`config.mk`:
```
export PLATFORM = sky130hd
export DESIGN_NAME = id_pipe_flat
export DESIGN_NICKNAME = d
export VERILOG_FILES = /design/src/rtl/uproc_pkg.sv /design/src/rtl/id_pipe_if.sv /design/src/rtl/id_field_decode.sv /design/src/rtl/id_pipe.sv /design/src/flat_wrapper.sv
export SDC_FILE = /design/constraint.sdc
export NUM_CORES = 1
export LEC_CHECK = 0
export ABC_AREA = 1
export BUFFER_PORTS_ARGS = -buffer_cell sky130_fd_sc_hd__buf_2
export CORE_AREA = 2 2 66 68
export DETAILED_ROUTE_END_ITERATION = 7
export DIE_AREA = 0 0 68 70
export PLACE_DENSITY = 0.69
export SYNTH_ARGS = -nofsm -noshare
export SYNTH_HDL_FRONTEND = slang
export SYNTH_SLANG_ARGS = --single-unit
```
`constraint.sdc`:
```
create_clock -name clk -period 3.3 [get_ports clk]
set_input_delay 0.33 -clock clk [delete_from_list [all_inputs] [get_ports clk]]
set_output_delay 0.33 -clock clk [all_outputs]
set_load 0.05 [all_outputs]
```
`src/rtl/uproc_pkg.sv`:
```
// Shared decode constants and types for the uProcessor instruction-decode stage.
// Opcode classes are matched with mask/value pairs so one helper covers every class.
package uproc_pkg;

    localparam logic [3:0] OP_LDI = 4'b1000;
    localparam logic [3:0] OP_NOP = 4'b1001;

    localparam logic [3:0] OP_ALU_MASK   = 4'b1000;
    localparam logic [3:0] OP_ALU_VAL    = 4'b0000;
    localparam logic [3:0] OP_CY_MASK    = 4'b1110;
    localparam logic [3:0] OP_CY_VAL     = 4'b0000;
    localparam logic [3:0] OP_STORE_MASK = 4'b1100;
    localparam logic [3:0] OP_STORE_VAL  = 4'b1100;
    localparam logic [3:0] OP_RSVD_MASK  = 4'b1110;
    localparam logic [3:0] OP_RSVD_VAL   = 4'b1010;

    localparam logic [2:0] ALU_NONE = 3'b111;

    typedef enum logic {S_OP, S_IMM} id_state_t;

    typedef struct packed {
        logic [2:0] alu_code;
        logic       reg_ce;
        logic       cy_ce;
        logic       a_ce;
        logic       reset_cy;
        logic       imm_sel;
        logic       illegal;
    } id_ctl_t;

    localparam id_ctl_t CTL_RESET = '{alu_code: ALU_NONE, default: 1'b0};

    function automatic logic op_match(input logic [3:0] op, input logic [3:0] mask,
                                      input logic [3:0] val);
        return (op & mask) == val;
    endfunction

endpackage

```
`src/rtl/id_pipe_if.sv`:
```
// Handshake and decode-bundle bus between fetch, the decode stage and the datapath.
// slave is the decode stage's view; master is the fetch/datapath (or bench) view.
interface id_pipe_if #(
    parameter int NUM_REGS = 4
);
    localparam int REG_AW = $clog2(NUM_REGS);
    localparam int INS_W  = 4 + REG_AW;

    logic                flush;
    logic                in_valid;
    logic                in_ready;
    logic [INS_W-1:0]    Ins;
    logic                out_valid;
    logic                out_ready;
    logic [NUM_REGS-1:0] RegAddr;
    logic [2:0]          ALUCode;
    logic                Reg_CE;
    logic                CY_CE;
    logic                A_CE;
    logic                ResetCY;
    logic [INS_W-1:0]    Imm;
    logic                imm_sel;
    logic                illegal;

    modport slave (
        input  flush, in_valid, Ins, out_ready,
        output in_ready, out_valid, RegAddr, ALUCode, Reg_CE, CY_CE, A_CE,
               ResetCY, Imm, imm_sel, illegal
    );

    modport master (
        output flush, in_valid, Ins, out_ready,
        input  in_ready, out_valid, RegAddr, ALUCode, Reg_CE, CY_CE, A_CE,
               ResetCY, Imm, imm_sel, illegal
    );
endinterface

```
`src/rtl/id_field_decode.sv`:
```
// Purely combinational opcode -> control-bundle decode plus one-hot register select.
// is_ldi tells the pipeline that an immediate word follows.
module id_field_decode
    import uproc_pkg::*;
#(
    parameter int NUM_REGS = 4,
    localparam int REG_AW = $clog2(NUM_REGS),
    localparam int INS_W  = 4 + REG_AW
) (
    input  logic [INS_W-1:0]    ins,
    output id_ctl_t             ctl,
    output logic [NUM_REGS-1:0] reg_addr,
    output logic                is_ldi
);

    logic [3:0]        op;
    logic [REG_AW-1:0] rnum;

    assign op   = ins[INS_W-1 -: 4];
    assign rnum = ins[REG_AW-1:0];

    for (genvar gi = 0; gi < NUM_REGS; gi++) begin : g_onehot
        assign reg_addr[gi] = (rnum == REG_AW'(gi));
    end

    always_comb begin
        ctl          = CTL_RESET;
        ctl.reset_cy = 1'b1;
        is_ldi       = 1'b0;
        if (op_match(op, OP_ALU_MASK, OP_ALU_VAL)) begin
            ctl.alu_code = op[2:0];
            ctl.a_ce     = 1'b1;
            if (op_match(op, OP_CY_MASK, OP_CY_VAL)) begin
                ctl.cy_ce    = 1'b1;
                ctl.reset_cy = 1'b0;
            end
        end else if (op == OP_LDI) begin
            ctl.a_ce    = 1'b1;
            ctl.imm_sel = 1'b1;
            is_ldi      = 1'b1;
        end else if (op == OP_NOP) begin
            ctl.a_ce = 1'b0;
        end else if (op_match(op, OP_RSVD_MASK, OP_RSVD_VAL)) begin
            ctl.illegal = 1'b1;
        end else if (op_match(op, OP_STORE_MASK, OP_STORE_VAL)) begin
            ctl.reg_ce = 1'b1;
        end
    end

endmodule

```
`src/rtl/id_pipe.sv`:
```
// Registered instruction-decode stage: valid/ready in, one registered bundle out per
// instruction, with two-word LDI sequencing and flush.
module id_pipe
    import uproc_pkg::*;
#(
    parameter int NUM_REGS = 4
) (
    input  logic     clk,
    input  logic     rst_n,
    id_pipe_if.slave bus
);

    localparam int REG_AW = $clog2(NUM_REGS);
    localparam int INS_W  = 4 + REG_AW;

    id_state_t           state_reg;
    logic                out_valid_reg;
    id_ctl_t             ctl_reg;
    logic [NUM_REGS-1:0] addr_reg;
    logic [INS_W-1:0]    imm_reg;
    id_ctl_t             pend_ctl_reg;
    logic [NUM_REGS-1:0] pend_addr_reg;

    id_ctl_t             dec_ctl;
    logic [NUM_REGS-1:0] dec_addr;
    logic                dec_is_ldi;
    logic                in_ready;
    logic                accept;

    id_field_decode #(.NUM_REGS(NUM_REGS)) u_dec (
        .ins      (bus.Ins),
        .ctl      (dec_ctl),
        .reg_addr (dec_addr),
        .is_ldi   (dec_is_ldi)
    );

    assign in_ready = !bus.flush && (!out_valid_reg || bus.out_ready);
    assign accept   = bus.in_valid && in_ready;

    always_ff @(posedge clk or negedge rst_n) begin
        if (!rst_n) begin
            state_reg     <= S_OP;
            out_valid_reg <= 1'b0;
            ctl_reg       <= CTL_RESET;
            addr_reg      <= '0;
            imm_reg       <= '0;
            pend_ctl_reg  <= CTL_RESET;
            pend_addr_reg <= '0;
        end else if (bus.flush) begin
            out_valid_reg <= 1'b0;
            state_reg     <= S_OP;
        end else begin
            if (out_valid_reg && bus.out_ready) begin
                out_valid_reg <= 1'b0;
            end
            if (accept) begin
                case (state_reg)
                    S_OP: begin
                        if (dec_is_ldi) begin
                            // Hold the LDI decode until its immediate word arrives.
                            pend_ctl_reg  <= dec_ctl;
                            pend_addr_reg <= dec_addr;
                            state_reg     <= S_IMM;
                        end else begin
                            ctl_reg       <= dec_ctl;
                            addr_reg      <= dec_addr;
                            out_valid_reg <= 1'b1;
                        end
                    end
                    S_IMM: begin
                        ctl_reg       <= pend_ctl_reg;
                        addr_reg      <= pend_addr_reg;
                        imm_reg       <= bus.Ins;
                        out_valid_reg <= 1'b1;
                        state_reg     <= S_OP;
                    end
                    default: state_reg <= S_OP;
                endcase
            end
        end
    end

    assign bus.in_ready  = in_ready;
    assign bus.out_valid = out_valid_reg;
    assign bus.RegAddr   = addr_reg;
    assign bus.ALUCode   = ctl_reg.alu_code;
    assign bus.Imm       = imm_reg;
    // Enables are qualified so a stale bundle can never write the datapath.
    assign bus.Reg_CE    = ctl_reg.reg_ce   & out_valid_reg;
    assign bus.CY_CE     = ctl_reg.cy_ce    & out_valid_reg;
    assign bus.A_CE      = ctl_reg.a_ce     & out_valid_reg;
    assign bus.ResetCY   = ctl_reg.reset_cy & out_valid_reg;
    assign bus.imm_sel   = ctl_reg.imm_sel  & out_valid_reg;
    assign bus.illegal   = ctl_reg.illegal  & out_valid_reg;

endmodule
```
`src/flat_wrapper.sv`:
```
// flat-port wrapper written by rule: the top's interface ports become plain ports
module id_pipe_flat import uproc_pkg::*;
#(
    parameter int NUM_REGS = 4
)
  (clk, rst_n, bus_flush, bus_in_valid, bus_Ins, bus_out_ready, bus_in_ready, bus_out_valid, bus_RegAddr, bus_ALUCode, bus_Reg_CE, bus_CY_CE, bus_A_CE, bus_ResetCY, bus_Imm, bus_imm_sel, bus_illegal);
  id_pipe_if #(.NUM_REGS(NUM_REGS)) bus_i ();
  input  logic clk;
  input  logic rst_n;
  input wire logic [$bits(bus_i.flush)-1:0] bus_flush;
  input wire logic [$bits(bus_i.in_valid)-1:0] bus_in_valid;
  input wire logic [$bits(bus_i.Ins)-1:0] bus_Ins;
  input wire logic [$bits(bus_i.out_ready)-1:0] bus_out_ready;
  output wire logic [$bits(bus_i.in_ready)-1:0] bus_in_ready;
  output wire logic [$bits(bus_i.out_valid)-1:0] bus_out_valid;
  output wire logic [$bits(bus_i.RegAddr)-1:0] bus_RegAddr;
  output wire logic [$bits(bus_i.ALUCode)-1:0] bus_ALUCode;
  output wire logic [$bits(bus_i.Reg_CE)-1:0] bus_Reg_CE;
  output wire logic [$bits(bus_i.CY_CE)-1:0] bus_CY_CE;
  output wire logic [$bits(bus_i.A_CE)-1:0] bus_A_CE;
  output wire logic [$bits(bus_i.ResetCY)-1:0] bus_ResetCY;
  output wire logic [$bits(bus_i.Imm)-1:0] bus_Imm;
  output wire logic [$bits(bus_i.imm_sel)-1:0] bus_imm_sel;
  output wire logic [$bits(bus_i.illegal)-1:0] bus_illegal;
  assign bus_i.flush = bus_flush;
  assign bus_i.in_valid = bus_in_valid;
  assign bus_i.Ins = bus_Ins;
  assign bus_i.out_ready = bus_out_ready;
  assign bus_in_ready = bus_i.in_ready;
  assign bus_out_valid = bus_i.out_valid;
  assign bus_RegAddr = bus_i.RegAddr;
  assign bus_ALUCode = bus_i.ALUCode;
  assign bus_Reg_CE = bus_i.Reg_CE;
  assign bus_CY_CE = bus_i.CY_CE;
  assign bus_A_CE = bus_i.A_CE;
  assign bus_ResetCY = bus_i.ResetCY;
  assign bus_Imm = bus_i.Imm;
  assign bus_imm_sel = bus_i.imm_sel;
  assign bus_illegal = bus_i.illegal;
  id_pipe #(.NUM_REGS(NUM_REGS)) u_core (.clk(clk), .rst_n(rst_n), .bus(bus_i));
endmodule
```
**Word-level counts from Yosys, hierarchy flattened**

Cells that the tools add are included.

- Bits in writable memories: 0
- Input bits: 11
- Output and inout port bits: 21
- Logic and storage cells: 78
- Bits in latches: 0
- ROM bits: 0
- Register bits: 34
- Memories: 0

- Divide/modulo/power cells: 0
- Reductions and logical operators: 13
- Eq/ne operators: 8
- Muxes and demuxes: 30
- $mul: 0
- $lt $le $gt $ge: 0
- Bitwise operators: 8
- Shift-type cells: 0
- Add/subtract/negate cells: 0

Operator list:

| kind | count |
|---|---|
| two-way mux 1 bit | 22 |
| one-hot mux 9 bit (2 select lines) | 1 |
| two-way mux 9 bit | 1 |
| == test 4 bit, second input constant | 2 |
| logical NOT 4 bit | 2 |
| one-hot mux 4 bit (2 select lines) | 1 |
| AND 1 bit | 6 |
| == test 2 bit, second input constant | 3 |
| AND reduction 3 bit | 2 |
| two-way mux 4 bit | 1 |
| one-hot mux 1 bit (2 select lines) | 2 |
| AND reduction 4 bit | 1 |
| == test 3 bit, second input constant | 1 |
| logical AND 1 bit | 3 |
| two-way mux 3 bit | 1 |
| == test 2 x 1 -> 1 bit, second input constant | 1 |
| logical NOT 1 bit | 2 |
| logical NOT 2 bit | 1 |
| two-way mux 2 bit | 1 |
| inequality test 2 bit, second input constant | 1 |
| NOT 1 bit | 2 |
| nonzero test 2 bit | 1 |
| logical OR 1 bit | 1 |

**Depth between registers and ports, before layout**

Gate-level depths: netlist (run 1).

- Depth in word-level cells: 8
- Depth in mapped cells: 8
- Depth with buffers taken out: 7

**Cells and area by module**

A second synthesis (run 1) with hierarchy kept.

- Cell total of the unflattened synthesis: 239
- Area, all modules: 1833.0 um^2

By module, submodules not included:

| module | instances | cells each | area an instance (um^2) | sequential area each (um^2) |
|---|---|---|---|---|
| id_pipe | 1 | 214 | 1725.4 | 858.3 |
| id_field_decode | 1 | 25 | 107.6 | 0.0 |

**Worst setup path before layout (run 1)**

Ideal clock, no wire load.

- Path kind: reg-to-output
- Start point: register u_core.out_valid_reg, in the netlist u_core.bus.out_valid
- End point: output port bus_in_ready
- Data required time: 2970 ps
- Stages on the path, launching flop included: 4
- Arrival: 1174 ps
- Slack: 1796 ps
- Buffers on the path: 0
- Cells stage by stage: dfrtp_1 > nand2_2 > nand2_1 > inv_1

- Word-level cells in the longest chain between the ends: 3

Ends and longest elaborated chain:

| element | line | text |
|---|---|---|
| start, declared | id_pipe.sv:17 | `logic out_valid_reg;` |
| start signal, assigned | id_pipe.sv:43 | `out_valid_reg <= 1'b0;` |
| start signal, assigned | id_pipe.sv:50 | `out_valid_reg <= 1'b0;` |
| start signal, assigned | id_pipe.sv:54 | `out_valid_reg <= 1'b0;` |
| logical NOT 1 bit | id_pipe.sv:37 | `assign in_ready = !bus.flush && (!out_valid_reg \|\| bus.out_ready);` |
| logical OR 1 bit | id_pipe.sv:37 |  |
| logical AND 1 bit | id_pipe.sv:37 |  |
| end, declared | flat_wrapper.sv:14 | `output wire logic [$bits(bus_i.in_ready)-1:0] bus_in_ready;` |

No other way between the ends.

**Worst setup path in the final report (run 1)**

Same ends and word-level chain as after synthesis.

==> impl_summary.log, run 1 <==
INFO  metric critPathCaptureType = primary output
INFO  metric synthesis.area_per_instance = 7.91 µm²
INFO  metric detailedPlace.worstSlack = 1.76 ns
INFO  metric design.final.nets = 246
INFO  metric final_antenna_net_count = 0
INFO  metric detail_route.vias_per_cell = 4.59
INFO  metric tritoncts_num_sinks = 34
INFO  metric critPathKind = flip-flop to primary output
INFO  metric ctsResizeCount = 0
INFO  metric finalWeightedCongestion = 0.918
INFO  metric hold_path_class = input pin to async pin
INFO  metric dr.pass1.iters = 4
INFO  metric die_w = 68 µm
INFO  metric finalHoldWorstSlack = 0.0976 ns
INFO  metric postLayoutCellArea = 1870 µm²
INFO  metric num_vias = 1318
INFO  metric mappedNetlistArea = 1650 µm²
INFO  metric globalRouteOverflowTotal = 0
INFO  metric clkTransAtPathRegs = 0.07 ns
INFO  metric drc = 0
INFO  metric report.final.setup_viol = 0
INFO  metric grt_pass1_wl = 5550 µm
INFO  metric max_slew_margin = 51.8%
INFO  metric cp-start-kind = flip-flop
INFO  metric root_buffer = sky130_fd_sc_hd__clkbuf_8
INFO  metric drv_slew = 0
INFO  metric worstReg2RegEnd = u_core.pend_ctl_reg[3]$_DFFE_PN0P_
INFO  metric yosys-top-cells-area = sky130_fd_sc_hd__dfrtp_1 43%, sky130_fd_sc_hd__nand2_1 22%, sky130_fd_sc_hd__dfstp_2 9.6%
INFO  metric timing_worst_slew_pin_value = 0.722 ns
INFO  metric reg2reg_setup_slack = 1.72 ns
INFO  metric final_cell_mix = 97 x sky130_fd_sc_hd__nand2_1, 31 x sky130_fd_sc_hd__buf_2, 28 x sky130_fd_sc_hd__dfrtp_1
INFO  metric layout-drive-gt1-share = 23.8%
INFO  metric yosys.area.top_type_share = 42.6%
INFO  metric ff2ff_path_depth = 4
INFO  metric place.detailed.hpwl = 2380 µm
INFO  metric peakVddDrop = 0.236 mV
INFO  metric htree_num_levels = 2
INFO  metric antennaDiodeCount = 0
INFO  metric ys_seq_area_share = 52.2%
INFO  metric static-leakage-power = 0.00109 µW
INFO  metric global_route.usage.total = 15.6%
INFO  metric timing.critical_path.fanout_max = 8
INFO  metric post-cts-setup-buffer-count = 0
INFO  metric hold_buffers = 0
INFO  metric synth.ff_latch_count = 34
INFO  metric dp_cells = 280
INFO  metric grt_max_degree = 35
INFO  metric crit_required = 2.97 ns
INFO  metric clk_latency = 0.28 ns
INFO  metric cts-root-to-sink-buffers = 2
INFO  metric fin_worst_skew = 0.00398 ns
INFO  metric setup_tns_after_final_layout = 0 ns
INFO  metric critical_path.top_delay_family = flip-flops
INFO  metric placed_cell_area = 1790 µm²
INFO  metric die_area = 4760 µm²
INFO  metric design.portCount = 32
INFO  metric arrival_time_worst_endpoint = 1.25 ns
INFO  metric path_buf_inv = 2
INFO  metric most_frequent_standard_cell_in_the_layout_excluding_fill_and_tap_cells = sky130_fd_sc_hd__nand2_1
INFO  metric syn_nets = 219
INFO  metric worst_slack = 1.72 ns
INFO  metric antenna_found_initial = 0
INFO  metric numPortBuffers = 31
INFO  metric synth_largest_area_cell = sky130_fd_sc_hd__dfrtp_1
INFO  metric effective_utilization_at_floorplan = 39.7%
INFO  metric synthesis.yosys.warnings = 0
INFO  metric first_iter_violations = 59
INFO  metric status = completed
INFO  metric crit_path_cell_trace = nand2_2 > nand2_1 > inv_1 > buf_2
INFO  metric yosysUniqueCellTypes = 19
INFO  metric via_count_of_the_first_global_routing_pass = 1236
INFO  metric netlist_instances = 208
INFO  metric fp-row-count = 24
INFO  metric final_hold_viol_count = 0
INFO  metric cts_buffers = 5
INFO  metric placeableCoreArea = 4140 µm²
INFO  metric post-route-min-period = 1.58 ns
INFO  metric total_wire_length_after_detailed_routing = 3260 µm
INFO  metric fp.dieH = 70 µm
INFO  metric crit-reg2reg-launch = u_core.state_reg$_DFFE_PN0P_
INFO  metric largest_reg_flops = 9
INFO  metric fmax = 632 MHz
INFO  metric critical_path.slowest_cell = sky130_fd_sc_hd__dfrtp_1
INFO  metric area_delta_synth_final = 13.8%
INFO  metric rsz0062_at_grt = false
INFO  metric final_min_period_over_clock_period = 48.0%
INFO  metric stdcell_count = 287
INFO  metric maxCapViolCount = 0
INFO  metric average_wire_per_standard_cell = 11.3 µm
INFO  metric clock_tree_from_tritoncts = built
INFO  metric power_density_cells = 572 nW/µm²
INFO  metric final.fill_count = 404
INFO  metric critical_path.max_stage_delay = 0.47 ns
logic make-up after synthesis:
kind of cell / count (synthesis) / synth area share [%]
flops: 34 / 52.2
simple gates: 135 / 36.0
buf+inv: 32 / 9.66
compound gates: 7 / 2.13
synth_stat cells (all sizes together):
| cell type | n |
|---|---|
| a21oi | 1 |
| buf | 11 |
| dfrtp | 28 |
| dfstp | 6 |
| inv | 21 |
| nand2 | 99 |
| nand3 | 15 |
| nor2 | 15 |
| o21ai | 6 |
| or2 | 6 |
worst max-delay path by stage:
stage | startpoint | end | slack, ns | cells after the start
finish | u_core.bus.out_valid$_DFF_PN0_ | bus_in_ready | 1.72 | 4
global route | u_core.state_reg$_DFFE_PN0P_ | u_core.pend_addr_reg[0]$_DFFE_PN0P_ | 1.61 | 5
CTS | u_core.bus.out_valid$_DFF_PN0_ | bus_in_ready | 1.70 | 4
detailed placement | u_core.state_reg$_DFFE_PN0P_ | u_core.pend_ctl_reg[3]$_DFFE_PN0P_ | 1.76 | 4
global placement | u_core.state_reg$_DFFE_PN0P_ | u_core.pend_ctl_reg[1]$_DFFE_PN0P_ | 1.81 | 4
floorplan | u_core.bus.out_valid$_DFF_PN0_ | bus_in_ready | 1.80 | 3
metrics by stage:
| stage | util, % | power [µW] |
|---|---|---|
| floorplan | - | 720 |
| detailed placement | 43.1 | 777 |
| finish | 45.2 | 1070 |
| CTS | 45.2 | 1080 |
| global route | 45.2 | 1130 |
| global placement | 43.1 | 772 |
report_power, final:
part	switching (µW)	leakage (µW)	internal (µW)
Sequential	32.4	0.000423	491
Combinational	181	0.000628	62.0
Clock	139	0.0000443	165
Total	353	0.00109	719
per-layer routing:
layer  global-route usage, %  up-vias  wire, µm
met1                    21.6      599      1550
met4                    5.33        0        41
met2                    23.1       42      1460
li1                        -      672         -
met3                    4.83        5       203
met5                       0        -         0
area by class of cell:
class / instances / area (µm²) / share of cell area [%]
inverters: 21 / 78.8 / 4.21
well taps: 52 / 65.1 / 3.48
clock buffers: 7 / 86.3 / 4.61
flip-flops and latches: 34 / 858 / 45.9
repair buffers: 31 / 155 / 8.29
multi-input cells: 142 / 628 / 33.6
Power figures use the tool's default switching activity.
==> run 2, diff against run 1 <==
- PLACE_DENSITY: 0.69 -> 0.71
- clock period: 3.3 -> 1.3 ns (I/O delays scaled with it)
==> impl_summary.log, run 2 (synthesized netlist as in run 1, its figures left out) <==
INFO  metric max_slew_margin = 71.6% (was 51.8%)
INFO  metric largest_reg_flops = 9 (unchanged)
INFO  metric clk_latency = 0.28 ns (about the same)
INFO  metric tritoncts_num_sinks = 34 (unchanged)
INFO  metric drc = 0 (unchanged)
INFO  metric total_wire_length_after_detailed_routing = 3200 µm (was 3260 µm)
INFO  metric multi_input_area = 628 µm² (unchanged)
INFO  metric final.fill_count = 415 (was 404)
INFO  metric antenna_found_initial = 0 (unchanged)
INFO  metric timing_worst_slew_pin_value = 0.426 ns (was 0.722 ns)
INFO  metric status = completed (unchanged)
INFO  metric critPathCaptureType = primary output (unchanged)
INFO  metric finalWeightedCongestion = 0.876 (was 0.918)
INFO  metric fp.dieH = 70 µm (unchanged)
INFO  metric post-route-min-period = 1.26 ns
INFO  metric antennaDiodeCount = 0 (unchanged)
INFO  metric fin_util = 47.4% (was 45.2%)
INFO  metric die_w = 68 µm (unchanged)
INFO  metric placeableCoreArea = 4140 µm² (unchanged)
INFO  metric clock_tree_from_tritoncts = built (unchanged)
INFO  metric drv_slew = 0 (unchanged)
INFO  metric sequential_area = 860 µm² (was 858 µm²)
INFO  metric htree_num_levels = 2 (unchanged)
INFO  metric clkTransAtPathRegs = 0.06 ns (was 0.07 ns)
INFO  metric maxCapViolCount = 0 (unchanged)
INFO  metric effective_utilization_at_floorplan = 39.7% (unchanged)
INFO  metric timing.critical_path.fanout_max = 7 (was 8)
INFO  metric die_area = 4760 µm² (unchanged)
INFO  metric fin_worst_skew = 0.00287 ns (was 0.00398 ns)
INFO  metric cts-root-to-sink-buffers = 2 (unchanged)
INFO  metric cp-start-kind = flip-flop (unchanged)
INFO  metric peakVddDrop = 0.775 mV (was 0.236 mV)
INFO  metric arrival_time_worst_endpoint = 1.13 ns (was 1.25 ns)
INFO  metric place.detailed.hpwl = 2430 µm (was 2380 µm)
INFO  metric design.portCount = 32 (unchanged)
INFO  metric final_antenna_net_count = 0 (unchanged)
INFO  metric power_density_cells = 1370 nW/µm² (was 572 nW/µm²)
INFO  metric detail_route.vias_per_cell = 4.49 (was 4.59)
INFO  metric stdcell_count = 296 (was 287)
INFO  metric area_delta_synth_final = 19.3% (was 13.8%)
INFO  metric globalRouteOverflowTotal = 0 (unchanged)
INFO  metric critPathKind = flip-flop to primary output (unchanged)
INFO  metric dp_cells = 286 (was 280)
INFO  metric fmax = 791 MHz
INFO  metric final_min_period_over_clock_period = 97.2%
INFO  metric fp-row-count = 24 (unchanged)
INFO  metric global_route.usage.total = 15.2% (was 15.6%)
INFO  metric via_count_of_the_first_global_routing_pass = 1164 (was 1236)
INFO  metric average_wire_per_standard_cell = 10.8 µm (was 11.3 µm)
INFO  metric final_cell_mix = 97 x sky130_fd_sc_hd__nand2_1, 27 x sky130_fd_sc_hd__dfrtp_1, 25 x sky130_fd_sc_hd__buf_2 (was 97 x sky130_fd_sc_hd__nand2_1, 31 x sky130_fd_sc_hd__buf_2, 28 x sky130_fd_sc_hd__dfrtp_1)
INFO  metric report.final.setup_viol = 0 (unchanged)
INFO  metric num_vias = 1330 (was 1318)
INFO  metric static-leakage-power = 0.00113 µW (was 0.00109 µW)
INFO  metric final_hold_viol_count = 0 (unchanged)
INFO  metric root_buffer = sky130_fd_sc_hd__clkbuf_8 (unchanged)
INFO  metric dr.pass1.iters = 4 (unchanged)
INFO  metric first_iter_violations = 54 (was 59)
INFO  metric numPortBuffers = 31 (unchanged)
INFO  metric finalHoldWorstSlack = 0.0849 ns (was 0.0976 ns)
INFO  metric hold_path_class = input pin to flip-flop (was input pin to async pin)
INFO  metric grt_max_degree = 19 (was 35)
INFO  metric grt_pass1_wl = 5400 µm (was 5550 µm)
INFO  metric cts_buffers = 5 (unchanged)
INFO  metric crit_required = 1.17 ns (was 2.97 ns)
INFO  metric design.final.nets = 254 (was 246)
INFO  metric layout-drive-gt1-share = 25.4% (was 23.8%)
INFO  metric most_frequent_standard_cell_in_the_layout_excluding_fill_and_tap_cells = sky130_fd_sc_hd__nand2_1 (unchanged)
run 2: cell count changes in the layout (fill, tap and decap cells not counted), sizes merged:
cell         change
clkbuf           +1
dlygate4sd3      +2
buf              +6
run 2: power breakdown:
group | switching (µW) | internal (µW)
registers | 77.5 | 1250
logic | 465 | 181
clock network | 349 | 380
total | 891 | 1810
run 2: per-stage QoR:
step | setup TNS [ns] | setup slack [ns] | instance area [µm²] | power (µW)
after floorplan | 0 | 0.0197 | 1650 | 1830
after CTS | 0 | 0.0234 | 1940 | 2720
after global placement | 0 | 0.125 | 1840 | 1970
after detailed placement | 0 | 0.126 | 1840 | 1990
after global routing | -0.0151 | -0.0151 | 1960 | 2850
final | 0 | 0.0363 | 1960 | 2700
run 2: metal layers:
layer	global-route usage (%)	up-vias	share of wire, %
met3	3.86	7	4.9
met5	0	-	0
li1	-	694	-
met1	21.3	598	48
met4	7.78	0	2.6
met2	21.6	31	44
run 2: final timing paths:
kind	from	endpoint	slack (ns)	cells after the start
max in group asynchronous	rst_n	u_core.pend_ctl_reg[7]$_DFFE_PN1P_	0.47	3
worst max-delay path	u_core.bus.out_valid$_DFF_PN0_	bus_ResetCY	0.04	4
worst max register to register	u_core.state_reg$_DFFE_PN0P_	u_core.pend_addr_reg[0]$_DFFE_PN0P_	0.13	6
min in group asynchronous	rst_n	u_core.bus.RegAddr[2]$_DFFE_PN0P_	0.31	2
worst min-delay path	bus_Ins[2]	u_core.bus.Imm[2]$_DFFE_PN0P_	0.08	3
worst min register to register	u_core.bus.ALUCode[2]$_DFFE_PN1P_	u_core.bus.ALUCode[2]$_DFFE_PN1P_	0.46	2
run 2: what timing repair did:
item,4_1_cts,5_1_grt
setup endpoints to repair,0,6
hold buffers,2,0
gates resized for setup,0,13
setup buffers,0,0
endpoints found under the hold margin,16,0
run 2: cell type report:
cell class	instances	area share, %
repair buffers	39	12.8
well taps	52	3.31
multi-input cells	142	32.0
inverters	21	4.02
clock buffers	8	4.08
flip-flops and latches	34	43.8
run 2: critical path, cell delays in order, from the launching register on:
cell	delay (ns)
sky130_fd_sc_hd__dfrtp_2	0.40
sky130_fd_sc_hd__buf_4	0.16
sky130_fd_sc_hd__nand2_1	0.06
sky130_fd_sc_hd__inv_1	0.04
sky130_fd_sc_hd__buf_2	0.20
==> run 3, diff against run 2 <==
- CORE_AREA: 2 2 66 68 -> 2 2 70 72
- DIE_AREA: 0 0 68 70 -> 0 0 72 74
- PLACE_DENSITY: 0.71 -> 0.7
- SYNTH_HIERARCHICAL: default -> 1
==> impl_summary.log, run 3 <==
INFO  metric status = completed (unchanged)
INFO  metric mappedNetlistArea = 1830 µm² (was 1650 µm²)
INFO  metric fin_worst_skew = 0.00900 ns (was 0.00287 ns)
INFO  metric fp.dieH = 74 µm (was 70 µm)
INFO  metric most_frequent_cell_after_synthesis = sky130_fd_sc_hd__nand2_1 (unchanged)
INFO  metric num_vias = 1639 (was 1330)
INFO  metric synth_commonest_cells = 92 x sky130_fd_sc_hd__nand2_1, 31 x sky130_fd_sc_hd__inv_1, 28 x sky130_fd_sc_hd__dfrtp_1 (was 97 x sky130_fd_sc_hd__nand2_1, 28 x sky130_fd_sc_hd__dfrtp_1, 18 x sky130_fd_sc_hd__inv_1)
INFO  metric post-route-min-period = 1.29 ns (was 1.26 ns)
INFO  metric stdcell_count = 337 (was 296)
INFO  metric crit-reg2reg-launch = u_core/bus.out_valid$_DFF_PN0_ (was u_core.state_reg$_DFFE_PN0P_)
INFO  metric final_cell_mix = 91 x sky130_fd_sc_hd__nand2_1, 31 x sky130_fd_sc_hd__inv_1, 26 x sky130_fd_sc_hd__dfrtp_1 (was 97 x sky130_fd_sc_hd__nand2_1, 27 x sky130_fd_sc_hd__dfrtp_1, 25 x sky130_fd_sc_hd__buf_2)
INFO  metric ff2ff_path_depth = 5 (was 6)
INFO  metric reg2reg_setup_slack = 0.09 ns (was 0.13 ns)
INFO  metric fin_util = 49.9% (was 47.4%)
INFO  metric synthesis.area_per_instance = 7.67 µm² (was 7.91 µm²)
INFO  metric clk_latency = 0.29 ns (was 0.28 ns)
INFO  metric antennaDiodeCount = 0 (unchanged)
INFO  metric placeableCoreArea = 4600 µm² (was 4140 µm²)
INFO  metric antenna_found_initial = 0 (unchanged)
INFO  metric clkTransAtPathRegs = 0.07 ns (was 0.06 ns)
INFO  metric report.final.setup_viol = 0 (unchanged)
INFO  metric final.fill_count = 446 (was 415)
INFO  metric drv_slew = 0 (unchanged)
INFO  metric crit_required = 1.17 ns (about the same)
INFO  metric htree_num_levels = 2 (unchanged)
INFO  metric synth.ff_latch_count = 34 (unchanged)
INFO  metric finalWeightedCongestion = 0.819 (was 0.876)
INFO  metric area_delta_synth_final = 25.3% (was 19.3%)
INFO  metric grt_max_degree = 35 (was 19)
INFO  metric synth_enable_flop_cells = 0 (unchanged)
INFO  metric final_hold_viol_count = 0 (unchanged)
INFO  metric peakVddDrop = 0.796 mV (was 0.775 mV)
INFO  metric average_wire_per_standard_cell = 12.3 µm (was 10.8 µm)
INFO  metric yosys.area.top_type_share = 38.2% (was 42.6%)
INFO  metric share_of_flip_flops_with_an_asynchronous_set_or_reset_after_synthesis = 100% (unchanged)
INFO  metric final_antenna_net_count = 0 (unchanged)
INFO  metric timing.critical_path.fanout_max = 5 (was 7)
INFO  metric fp-row-count = 25 (was 24)
INFO  metric effective_utilization_at_floorplan = 39.9% (was 39.7%)
INFO  metric detail_route.vias_per_cell = 4.86 (was 4.49)
INFO  metric globalRouteOverflowTotal = 0 (unchanged)
INFO  metric dp_cells = 325 (was 286)
INFO  metric min_path_cells = 2 (was 3)
INFO  metric worstReg2RegEnd = u_core/ctl_reg[3]$_DFFE_PN0P_ (was u_core.pend_addr_reg[0]$_DFFE_PN0P_)
INFO  metric layout-drive-gt1-share = 27.9% (was 25.4%)
INFO  metric numPortBuffers = 31 (unchanged)
INFO  metric rsz0062_at_grt = true
INFO  metric die_area = 5330 µm² (was 4760 µm²)
INFO  metric yosysUniqueCellTypes = 22 (was 19)
INFO  metric most_frequent_standard_cell_in_the_layout_excluding_fill_and_tap_cells = sky130_fd_sc_hd__nand2_1 (unchanged)
INFO  metric hold_path_class = input pin to flip-flop (unchanged)
INFO  metric ys_seq_area_share = 46.8% (was 52.2%)
INFO  metric design.final.nets = 293 (was 254)
INFO  metric critPathKind = flip-flop to primary output (unchanged)
INFO  metric synth_largest_area_cell = sky130_fd_sc_hd__dfrtp_1 (unchanged)
INFO  metric maxCapViolCount = 0 (unchanged)
INFO  metric place.detailed.hpwl = 2920 µm (was 2430 µm)
INFO  metric first_iter_violations = 148 (was 54)
INFO  metric die_w = 72 µm (was 68 µm)
INFO  metric netlist_instances = 239 (was 208)
INFO  metric final_min_period_over_clock_period = 99.0% (was 97.2%)
INFO  metric cts_buffers = 5 (unchanged)
INFO  metric finalHoldWorstSlack = 0.0460 ns (was 0.0849 ns)
INFO  metric static-leakage-power = 0.00131 µW (was 0.00113 µW)
INFO  metric design.portCount = 32 (unchanged)
INFO  metric syn_nets = 250 (was 219)
INFO  metric critPathCaptureType = primary output (unchanged)
INFO  metric timing_worst_slew_pin_value = 0.451 ns (was 0.426 ns)
INFO  metric yosys-top-cells-area = sky130_fd_sc_hd__dfrtp_1 38%, sky130_fd_sc_hd__nand2_1 19%, sky130_fd_sc_hd__dfstp_2 8.6% (was sky130_fd_sc_hd__dfrtp_1 43%, sky130_fd_sc_hd__nand2_1 22%, sky130_fd_sc_hd__dfstp_2 9.6%)
INFO  metric grt_pass1_wl = 7180 µm (was 5400 µm)
INFO  metric drc = 0 (unchanged)
INFO  metric dr.pass1.iters = 7 (was 4)
INFO  metric cts-root-to-sink-buffers = 2 (unchanged)
INFO  metric max_slew_margin = 70.0% (was 71.6%)
INFO  metric dominantRegCellSynth = sky130_fd_sc_hd__dfrtp_1 (unchanged)
INFO  metric hold_path_startpoint = bus_flush (was bus_Ins[2])
INFO  metric largest_reg_flops = 9 (unchanged)
INFO  metric fmax = 777 MHz (was 791 MHz)
INFO  metric clock_tree_from_tritoncts = built (unchanged)
INFO  metric arrival_time_worst_endpoint = 1.16 ns (was 1.13 ns)
INFO  metric root_buffer = sky130_fd_sc_hd__clkbuf_8 (unchanged)
INFO  metric tritoncts_num_sinks = 34 (unchanged)
INFO  metric cp-start-kind = flip-flop (unchanged)
INFO  metric total_wire_length_after_detailed_routing = 4160 µm (was 3200 µm)
INFO  metric via_count_of_the_first_global_routing_pass = 1550 (was 1164)
INFO  metric global_route.usage.total = 17.4% (was 15.2%)
INFO  metric power_density_cells = 1310 nW/µm² (was 1370 nW/µm²)
INFO  metric hold_path_end = u_core/bus.out_valid$_DFF_PN0_ (was u_core.bus.Imm[2]$_DFFE_PN0P_)
INFO  metric synthesis.yosys.warnings = 6 (was 0)
## run 3: cell count changes after synthesis, sizes merged
cell	before	now
a21oi	1	2
nand2	99	94
clkbuf	0	1
inv	21	32
nand3	15	19
buf	11	16
nand4	0	15
nor2	15	11
or2	6	1
o21ai	6	14
## run 3: final cells by class
class | count | area [µm²] | share of cell area [%]
repair buffers | 53 | 390 | 17.0
flip-flops and latches | 34 | 861 | 37.5
inverters | 32 | 120 | 5.23
clock buffers | 7 | 86.3 | 3.76
multi-input cells | 156 | 741 | 32.3
well taps | 54 | 67.6 | 2.94
clock inverters | 1 | 30.0 | 1.31
## run 3: cell families after synthesis
family,synth area share [%]
AND/OR/NAND/NOR,34.7
buffers and inverters,13.4
flip-flops,46.8
AO/OA/AOI/OAI,4.98
## run 3: routing by layer
layer / global-route usage [%] / wire length (µm) / up-vias
li1: - / - / 824
met3: 5.15 / 284 / 9
met1: 22.5 / 1880 / 751
met4: 7.34 / 73 / 0
met2: 27.6 / 1920 / 55
met5: 0 / 0 / -
## run 3: power by group
| part | internal (µW) | switching, µW | leakage, µW |
|---|---|---|---|
| registers | 1220 | 73.9 | 0.000432 |
| logic | 205 | 487 | 0.000818 |
| clock network | 625 | 386 | 0.0000585 |
## run 3: critical path, stage by stage (launching register included)
cell	delay, ns
sky130_fd_sc_hd__dfrtp_2	0.44
sky130_fd_sc_hd__a21oi_4	0.24
sky130_fd_sc_hd__buf_8	0.19
## run 3: metrics by stage
step                      setup WS, ns  power [µW]  TNS [ns]  cell area (µm²)
after global routing           -0.0321        3150   -0.0425             2300
after CTS                     -0.00866        3010  -0.00866             2240
after floorplan                -0.0862        1810     -1.37             1840
final                           0.0125        3000         0             2300
after detailed placement        0.0606        1980         0             2080
after global placement          0.0710        1970         0             2080
## run 3: how the worst max path moves through the flow
stage / slack (ns) / end / from / cells past startpoint
detailed placement: 0.06 / u_core/pend_ctl_reg[3]$_DFFE_PN0P_ / bus_Ins[3] / 10
CTS: -0.009 / bus_in_ready / u_core/bus.out_valid$_DFF_PN0_ / 2
global placement: 0.07 / u_core/pend_ctl_reg[0]$_DFFE_PN0P_ / bus_Ins[3] / 10
floorplan: -0.09 / u_core/bus.RegAddr[0]$_DFFE_PN0P_ / u_core/bus.out_valid$_DFF_PN0_ / 6
global route: -0.03 / bus_in_ready / u_core/bus.out_valid$_DFF_PN0_ / 2
finish: 0.01 / bus_in_ready / u_core/bus.out_valid$_DFF_PN0_ / 2
## run 3: what timing repair did
item	4_1_cts	5_1_grt
pin swaps	1	4
hold buffers	1	0
setup buffers	2	1
gates resized for setup	8	13
endpoints found under the setup margin	7	19
hold endpoints to repair	28	0
